<file path="src/rtl/inst_mem_loader_if.sv">
// Loader bus: program-word source handshake, instruction-memory write port
// and core-control/status outputs.
interface inst_mem_loader_if #(parameter int ADDR_WIDTH = 15);
  logic                  start;
  logic [ADDR_WIDTH-1:0] wordCount;
  logic [15:0]           wordIn;
  logic                  wordValid;
  logic                  wordReady;
  logic [ADDR_WIDTH-1:0] imAddr;
  logic [15:0]           imData;
  logic                  imWrite;
  logic                  cpuReset;
  logic                  busy;
  logic                  done;
  logic                  error;

  modport master (
    output start, wordCount, wordIn, wordValid,
    input  wordReady, imAddr, imData, imWrite, cpuReset, busy, done, error
  );

  modport slave (
    input  start, wordCount, wordIn, wordValid,
    output wordReady, imAddr, imData, imWrite, cpuReset, busy, done, error
  );
endinterface

</file>
<file path="src/rtl/inst_mem_loader.sv">
// Streams program words into instruction memory with the core held in reset,
// verifies a trailing XOR checksum, then releases the core.
module inst_mem_loader #(
  parameter int ADDR_WIDTH  = 15,
  parameter int HOLD_CYCLES = 2
) (
  input logic              CLK,
  input logic              Reset,
  inst_mem_loader_if.slave bus
);

  typedef enum logic [2:0] {
    S_IDLE, S_LOAD, S_CHECK, S_HOLD, S_RUN, S_ERROR
  } state_t;

  state_t                r_state, w_state;
  logic [ADDR_WIDTH-1:0] r_remaining, w_remaining;
  logic [ADDR_WIDTH-1:0] r_addr_cnt, w_addr_cnt;
  logic [ADDR_WIDTH-1:0] r_im_addr, w_im_addr;
  logic [15:0]           r_xor, w_xor;
  logic [15:0]           r_im_data, w_im_data;
  logic [3:0]            r_hold, w_hold;
  logic                  r_im_write, w_im_write;
  logic                  r_word_ready, r_cpu_reset, r_busy, r_done, r_error;
  logic                  w_xfer;

  assign w_xfer = bus.wordValid && r_word_ready;

  always_ff @(posedge CLK) begin
    if (Reset) r_state <= S_IDLE;
    else       r_state <= w_state;
  end

  always_comb begin
    w_state     = r_state;
    w_remaining = r_remaining;
    w_addr_cnt  = r_addr_cnt;
    w_xor       = r_xor;
    w_hold      = r_hold;
    w_im_addr   = r_im_addr;
    w_im_data   = r_im_data;
    w_im_write  = 1'b0;
    case (r_state)
      S_IDLE, S_ERROR: begin
        if (bus.start) begin
          w_remaining = bus.wordCount;
          w_addr_cnt  = '0;
          w_xor       = '0;
          w_state     = (bus.wordCount != '0) ? S_LOAD : S_CHECK;
        end
      end
      S_LOAD: begin
        if (w_xfer) begin
          w_im_addr   = r_addr_cnt;
          w_im_data   = bus.wordIn;
          w_im_write  = 1'b1;
          w_addr_cnt  = r_addr_cnt + ADDR_WIDTH'(1);
          w_xor       = r_xor ^ bus.wordIn;
          w_remaining = r_remaining - ADDR_WIDTH'(1);
          if (r_remaining == ADDR_WIDTH'(1)) w_state = S_CHECK;
        end
      end
      S_CHECK: begin
        if (w_xfer) begin
          if (bus.wordIn == r_xor) begin
            w_hold  = 4'(HOLD_CYCLES);
            w_state = S_HOLD;
          end else begin
            w_state = S_ERROR;
          end
        end
      end
      // Counter runs HOLD_CYCLES..0 and exits on the 0 cycle, so the core
      // sees HOLD_CYCLES+1 cycles of reset after the checksum edge.
      S_HOLD: begin
        if (r_hold == 4'd0) w_state = S_RUN;
        else                w_hold  = r_hold - 4'd1;
      end
      S_RUN:   ;
      default: w_state = S_IDLE;
    endcase
  end

  // Status outputs are registered decodes of the next state.
  always_ff @(posedge CLK) begin
    if (Reset) begin
      r_remaining  <= '0;
      r_addr_cnt   <= '0;
      r_xor        <= '0;
      r_hold       <= '0;
      r_im_addr    <= '0;
      r_im_data    <= '0;
      r_im_write   <= 1'b0;
      r_word_ready <= 1'b0;
      r_cpu_reset  <= 1'b1;
      r_busy       <= 1'b0;
      r_done       <= 1'b0;
      r_error      <= 1'b0;
    end else begin
      r_remaining  <= w_remaining;
      r_addr_cnt   <= w_addr_cnt;
      r_xor        <= w_xor;
      r_hold       <= w_hold;
      r_im_addr    <= w_im_addr;
      r_im_data    <= w_im_data;
      r_im_write   <= w_im_write;
      r_word_ready <= (w_state == S_LOAD) || (w_state == S_CHECK);
      r_cpu_reset  <= (w_state != S_RUN);
      r_busy       <= (w_state == S_LOAD) || (w_state == S_CHECK) || (w_state == S_HOLD);
      r_done       <= (w_state == S_RUN);
      r_error      <= (w_state == S_ERROR);
    end
  end

  assign bus.wordReady = r_word_ready;
  assign bus.imAddr    = r_im_addr;
  assign bus.imData    = r_im_data;
  assign bus.imWrite   = r_im_write;
  assign bus.cpuReset  = r_cpu_reset;
  assign bus.busy      = r_busy;
  assign bus.done      = r_done;
  assign bus.error     = r_error;

endmodule

</file>
<file path="src/flat_wrapper.sv">
// flat-port wrapper written by rule: the top's interface ports become plain ports
module inst_mem_loader_flat 
#(
  parameter int ADDR_WIDTH  = 15,
  parameter int HOLD_CYCLES = 2
)
  (CLK, Reset, bus_start, bus_wordCount, bus_wordIn, bus_wordValid, bus_wordReady, bus_imAddr, bus_imData, bus_imWrite, bus_cpuReset, bus_busy, bus_done, bus_error);
  inst_mem_loader_if #(.ADDR_WIDTH(ADDR_WIDTH)) bus_i ();
  input logic CLK;
  input logic Reset;
  input wire logic [$bits(bus_i.start)-1:0] bus_start;
  input wire logic [$bits(bus_i.wordCount)-1:0] bus_wordCount;
  input wire logic [$bits(bus_i.wordIn)-1:0] bus_wordIn;
  input wire logic [$bits(bus_i.wordValid)-1:0] bus_wordValid;
  output wire logic [$bits(bus_i.wordReady)-1:0] bus_wordReady;
  output wire logic [$bits(bus_i.imAddr)-1:0] bus_imAddr;
  output wire logic [$bits(bus_i.imData)-1:0] bus_imData;
  output wire logic [$bits(bus_i.imWrite)-1:0] bus_imWrite;
  output wire logic [$bits(bus_i.cpuReset)-1:0] bus_cpuReset;
  output wire logic [$bits(bus_i.busy)-1:0] bus_busy;
  output wire logic [$bits(bus_i.done)-1:0] bus_done;
  output wire logic [$bits(bus_i.error)-1:0] bus_error;
  assign bus_i.start = bus_start;
  assign bus_i.wordCount = bus_wordCount;
  assign bus_i.wordIn = bus_wordIn;
  assign bus_i.wordValid = bus_wordValid;
  assign bus_wordReady = bus_i.wordReady;
  assign bus_imAddr = bus_i.imAddr;
  assign bus_imData = bus_i.imData;
  assign bus_imWrite = bus_i.imWrite;
  assign bus_cpuReset = bus_i.cpuReset;
  assign bus_busy = bus_i.busy;
  assign bus_done = bus_i.done;
  assign bus_error = bus_i.error;
  inst_mem_loader #(.ADDR_WIDTH(ADDR_WIDTH), .HOLD_CYCLES(HOLD_CYCLES)) u_core (.CLK(CLK), .Reset(Reset), .bus(bus_i));
endmodule
</file>
<file path="config.mk">
export PLATFORM = sky130hd
export DESIGN_NAME = inst_mem_loader_flat
export DESIGN_NICKNAME = d
export VERILOG_FILES = /design/src/rtl/inst_mem_loader_if.sv /design/src/rtl/inst_mem_loader.sv /design/src/flat_wrapper.sv
export SDC_FILE = /design/constraint.sdc
export NUM_CORES = 1
export LEC_CHECK = 0
export CAP_MARGIN = 10
export CORE_UTILIZATION = 58
export CTS_CLUSTER_DIAMETER = 30
export CTS_CLUSTER_SIZE = 14
export DETAILED_ROUTE_END_ITERATION = 8
export PLACE_DENSITY = 0.85
export SLEW_MARGIN = 20
export SYNTH_ARGS = -nofsm -noshare
export SYNTH_HDL_FRONTEND = slang
export SYNTH_SLANG_ARGS = --single-unit
</file>
<file path="constraint.sdc">
create_clock -name CLK -period 4.8 [get_ports CLK]
set_clock_uncertainty 0.1 [all_clocks]
set_input_delay 1.2 -clock CLK [delete_from_list [all_inputs] [get_ports CLK]]
set_output_delay 1.2 -clock CLK [all_outputs]
set_load 0.01 [all_outputs]
</file>
### After elaboration in Yosys (flattened, before gate mapping)

Index checks and enable logic that the tools add are counted.

| word-level totals | value |
|---|---|
| input port bits | 35 |
| flip-flop bits (word level) | 90 |
| logic and storage cells | 71 |
| output and inout port bits | 37 |

| operators by class | value |
|---|---|
| equality and inequality tests | 18 |
| add/subtract/negate cells | 3 |
| bitwise logic cells | 2 |
| reduce and logical (&&, ||, !) cells | 13 |
| mux-type cells | 22 |

Operators with widths:

| cell | number |
|---|---|
| 15-bit two-way mux | 4 |
| 15-bit case mux with 2 select lines | 2 |
| 16-bit two-way mux | 2 |
| 16-bit case mux with 2 select lines | 1 |
| 3-bit two-way mux | 6 |
| 16-bit equality test | 1 |
| 16-bit bitwise XOR | 1 |
| 15-bit by 1-bit adder with 15-bit output (second input constant) | 1 |
| 15-bit by 1-bit equality test with 1-bit output (second input constant) | 1 |
| 3-bit case mux with 5 select lines | 1 |
| 15-bit nonzero test | 1 |
| 15-bit by 1-bit subtractor with 15-bit output (second input constant) | 1 |
| 3-bit by 2-bit equality test with 1-bit output (second input constant) | 4 |
| 3-bit equality test (second input constant) | 4 |
| 4-bit two-way mux | 3 |
| 4-bit case mux with 2 select lines | 1 |
| 3-bit by 1-bit equality test with 1-bit output (second input constant) | 2 |
| 2-bit by 1-bit inequality test with 1-bit output (second input constant) | 3 |
| 4-bit zero test | 1 |
| 2-bit inequality test (second input constant) | 2 |
| 4-bit AND reduction | 1 |
| 2-bit nonzero test | 2 |
| 2-bit OR reduction | 2 |
| 4-bit by 1-bit subtractor with 4-bit output (second input constant) | 1 |
| 9 further kinds | 10 |

### Logic depth before layout (Yosys ltp)

| depth | value |
|---|---|
| word-level depth | 7 |
| mapped depth | 8 |
| gate-level depth less buffers | 7 |

### Worst setup path before layout

Ideal clock, no wire load.

| timing path | value |
|---|---|
| path type | in2reg |
| from | input bus_wordValid |
| to | register u_core.r_addr_cnt[12] |
| data required time | 4.629 ns |
| path slack | 1.963 ns |
| stages | 7 |
| arrival | 2.667 ns |
| cells stage by stage | and4b_1 -> a21oi_1 -> buf_6 -> or4_1 -> buf_2 -> or4_1 -> a21oi_1 |

| between the ends | value |
|---|---|
| longest elaborated chain between the ends | 3 |

Ends and longest elaborated chain:

| what | RTL line | text |
|---|---|---|
| start, declared | flat_wrapper.sv:14 | `input wire logic [$bits(bus_i.wordValid)-1:0] bus_wordValid;` |
| 1-bit logical AND | inst_mem_loader.sv:27 | `assign w_xfer = bus.wordValid && r_word_ready;` |
| 2-bit by 1-bit inequality test with 1-bit output (no source line) | - |  |
| 3-bit AND reduction (no source line) | - |  |
| end signal, assigned | inst_mem_loader.sv:101 | `r_addr_cnt <= w_addr_cnt;` |
| end, declared | inst_mem_loader.sv:18 | `logic [ADDR_WIDTH-1:0] r_addr_cnt, w_addr_cnt;` |

No other way between the ends.
A chain may end at the register's enable or synchronous reset.

### Worst setup path in the final report

| timing path | value |
|---|---|
| from | input bus_wordValid |
| to | register u_core.r_remaining[2] |

| between the ends | value |
|---|---|
| longest elaborated chain between the ends | 3 |

Ends and longest elaborated chain:

| what | RTL line | text |
|---|---|---|
| 1-bit logical AND | inst_mem_loader.sv:27 |  |
| 2-bit by 1-bit inequality test with 1-bit output (no source line) | - |  |
| 3-bit AND reduction (no source line) | - |  |
| end signal, assigned | inst_mem_loader.sv:100 | `r_remaining <= w_remaining;` |
| end, declared | inst_mem_loader.sv:17 | `logic [ADDR_WIDTH-1:0] r_remaining, w_remaining;` |

No other way between the ends.

==> reports/metrics.yaml <==
critical_path:
  crit_path_start: "bus_wordValid"
  cp.depth: 6
  crit_family: "compound AO/OA/AOI/OAI gates"
  path_cells: "clkdlybuf4s50_1 -> and4b_1 -> a21oi_1 -> or2_2 -> o21ai_0 -> a21oi_1"
  slowest_delay_ns: 0.64
  cp_slowest_cell: "a21oi_1"
  worstPathMaxFanout: 31
  worstReg2RegEnd: "u_core.r_xor[15]$_SDFFE_PP0P_"
  reg2regPathDepth: 6
  crit_required_ns: 4.98
  crit_top_cell: "a21oi_1"
  r2r_slack_ns: 1.62
  r2r-start: "u_core.r_state[0]$_SDFF_PP0_"
  path_buf_inv: 1
  endpoint_kind: "flop"
  crit_arrival_ns: 3.58
  startpoint_type: "primary input"
  critical_path.endpoint: "u_core.r_remaining[2]$_SDFFE_PP0P_"
  criticalPathCategory: "in -> reg"
pwr:
  vdd_drop_max_v: 0.000169
  power_leakage_nw: 1.68
  p_per_area_nw_per_um2: 284
clocking:
  ctsHoldBuffers: 0
  clk_pin_slew_worst_paths_ns: 0.10
  cts_made_buffers: 9
  ctsHtreeMaxLevel: 3
  root_buffer: "clkbuf_8"
  cts.sinks: 90
  postCtsSetupBuffers: 0
  insertion_delay_ns: 0.36
  clock_path_buffers: 2
  cts_resized: 0
  cts_tree: "yes"
layout:
  drive_above_1_share_pct: 5.21
  syn2layout_area_growth_pct: 20.4
  final_common_cell: "nand2_1"
  final_cell_mix: "103 x nand2_1, 90 x dfxtp_1, 78 x a21oi_1"
  nFillCells: 593
  antenna_cells: 0
  seqCellArea_um2: 1800
  multi_input_area_um2: 2410
  fin_nets: 668
  finish.utilization_pct: 72.5
sta:
  fin_setup_tns_ns: 0
  hold_viol_final: 0
  finalSetupViolCount: 0
  rsz0062_at_grt: "false"
  fmax_mhz: 294
  maxSlewViolCount: 0
  relSlewSlack_pct: 36.6
  worst_slew_pin_slew_ns: 0.949
  min_period_ns: 3.40
  min_period_over_period_pct: 70.9
routing:
  wl_per_cell_um: 15.4
  drt_iter0_markers: 493
  routed_wl_um: 11300
  vias: 4454
  via_per_inst: 6.08
  antenna_left: 0
  firstDrtPassIters: 5
  route.detailed.drc: 0
floorplanning:
  core.rowCount: 31
  start_util_pct: 60.2
  fp.dieH_um: 89.0
  core_area_um2: 7290
  pin_count: 72
  fp.dieW_um: 89.0
  die-area_um2: 7930
global_route:
  grt_use_total_pct: 29.8
  grt_pass1_vias: 4069
  antenna_found_initial: 0
  grt_max_degree: 76
  grt_pass1_wl_um: 18600
  gr-total-overflow: 0
synthesis:
  ys_top_cells_by_area: "dfxtp_1 41%, a21oi_1 8.9%, nand2_1 8.8%"
  postSynthAreaPerCell_um2: 7.61
  yosys.area.top_type: "dfxtp_1"
  syn_nets: 617
  synth-edff-count: 0
  ys_warn_count: 0
  synth_top_area_share_pct: 41.0
  synth.distinct_cells: 51
  synth-async-reset-ratio_pct: 0
  synthFlopType: "dfxtp_1"
  seq_area_frac_synth_pct: 41.0
  synth_seq_cells: 90
  synthesis.area_um2: 4390
  syn_inst: 577
place:
  dp_hpwl_um: 7780
  place.gp.congestion: 0.879
  port_buffers: 71
flow_run:
  maxCapViolations: 0
outcome:
  outcome: "finished, final reports clean"
worst_hold_path:
  hold_class: "reg -> reg"
## worst register-to-register path, stage by stage, from the launching register on
cell	delay [ns]
dfxtp_1	0.73
or3b_2	0.86
nor2_2	0.51
buf_4	0.44
nand2_1	0.13
or2_0	0.21
a21oi_1	0.15
## worst min path at each step
stage	start	end	slack, ns	cells past startpoint
CTS	u_core.bus.imAddr[3]$_SDFFE_PP0P_	u_core.bus.imAddr[3]$_SDFFE_PP0P_	0.36	2
floorplan	u_core.r_addr_cnt[14]$_SDFFE_PP0P_	u_core.bus.imAddr[14]$_SDFFE_PP0P_	0.34	2
global route	u_core.bus.imData[1]$_SDFFE_PP0P_	u_core.bus.imData[1]$_SDFFE_PP0P_	0.38	2
global placement	u_core.bus.imAddr[4]$_SDFFE_PP0P_	u_core.bus.imAddr[4]$_SDFFE_PP0P_	0.34	2
detailed placement	u_core.bus.imAddr[3]$_SDFFE_PP0P_	u_core.bus.imAddr[3]$_SDFFE_PP0P_	0.35	2
finish	u_core.bus.imAddr[5]$_SDFFE_PP0P_	u_core.bus.imAddr[5]$_SDFFE_PP0P_	0.36	2
## cell type report
type / count / share of cell area (%)
Sequential cell: 90 / 34.1
Clock buffer: 10 / 2.60
Inverter: 10 / 0.710
Timing Repair Buffer: 75 / 13.9
Clock inverter: 6 / 0.851
Tap cell: 99 / 2.34
Multi-Input combinational cell: 442 / 45.5
## per-stage QoR
step	instance area [µm²]	setup slack [ns]	hold slack [ns]	instances	power [mW]
6_report	5290	1.40	0.357	732	1.50
5_1_grt	5290	1.22	0.378	732	1.57
4_1_cts	5290	1.46	0.359	732	1.50
3_5_place_dp	5100	1.08	0.346	716	1.02
3_3_place_gp	5100	1.16	0.342	716	1.01
2_1_floorplan	4390	1.96	0.340	577	0.943
## layer usage
metal	track usage [%]	up-vias	wire (µm)
li1	-	2150	-
met3	5.17	24	635
met2	50.1	173	5560
met5	0	-	0
met4	12.3	0	210
met1	38.1	2107	4860
## sequential cells by signal, indices dropped and copies added (netlist names)
signal / count
u_core.bus.cpuReset: 1
u_core.r_xor: 16
u_core.bus.done: 1
u_core.r_addr_cnt: 15
u_core.bus.busy: 1
u_core.bus.imData: 16
u_core.bus.imAddr: 15
u_core.bus.imWrite: 1
u_core.bus.error: 1
u_core.r_hold: 4
u_core.r_state: 3
u_core.r_remaining: 15
u_core.bus.wordReady: 1
## kinds of logic after synthesis
family                   count (synthesis)  share of synthesized area, %
adder cells (fa/ha/maj)                  5                          1.42
XOR/XNOR                                10                          2.16
multiplexers                             1                         0.256
buffers and inverters                   45                          4.39
flip-flops                              90                          41.0
AO/OA/AOI/OAI                          155                          20.1
AND/OR/NAND/NOR                        271                          30.6
## power by group
part	total, mW	switching (mW)	internal (mW)
registers	0.788	0.0220	0.766
clock network	0.495	0.286	0.208
logic	0.220	0.131	0.0891
## Yosys cell counts (2+ instances only)
master,instances
o41ai_1,3
or2_2,2
xor2_1,2
o211ai_1,3
clkbuf_1,31
and2_0,2
nor3_1,14
a31oi_1,5
o21ai_0,36
xnor2_1,7
nor3b_1,5
a41oi_1,2
and4b_1,2
buf_6,3
o32ai_1,2
a211oi_1,11
o31ai_1,2
ha_1,5
a211o_1,2
or2_0,2
nand4_1,10
a21oi_1,78
nand4b_1,3
nor2b_1,28
o21a_1,2
nand3_1,11
nand2_1,103
inv_1,10
nor2_1,45
a21o_1,2
or3b_2,4
nand3b_1,2
nor4_1,21
or4_1,5
dfxtp_1,90
o22ai_1,2
or3_1,6
Power figures use the tool's default switching activity.
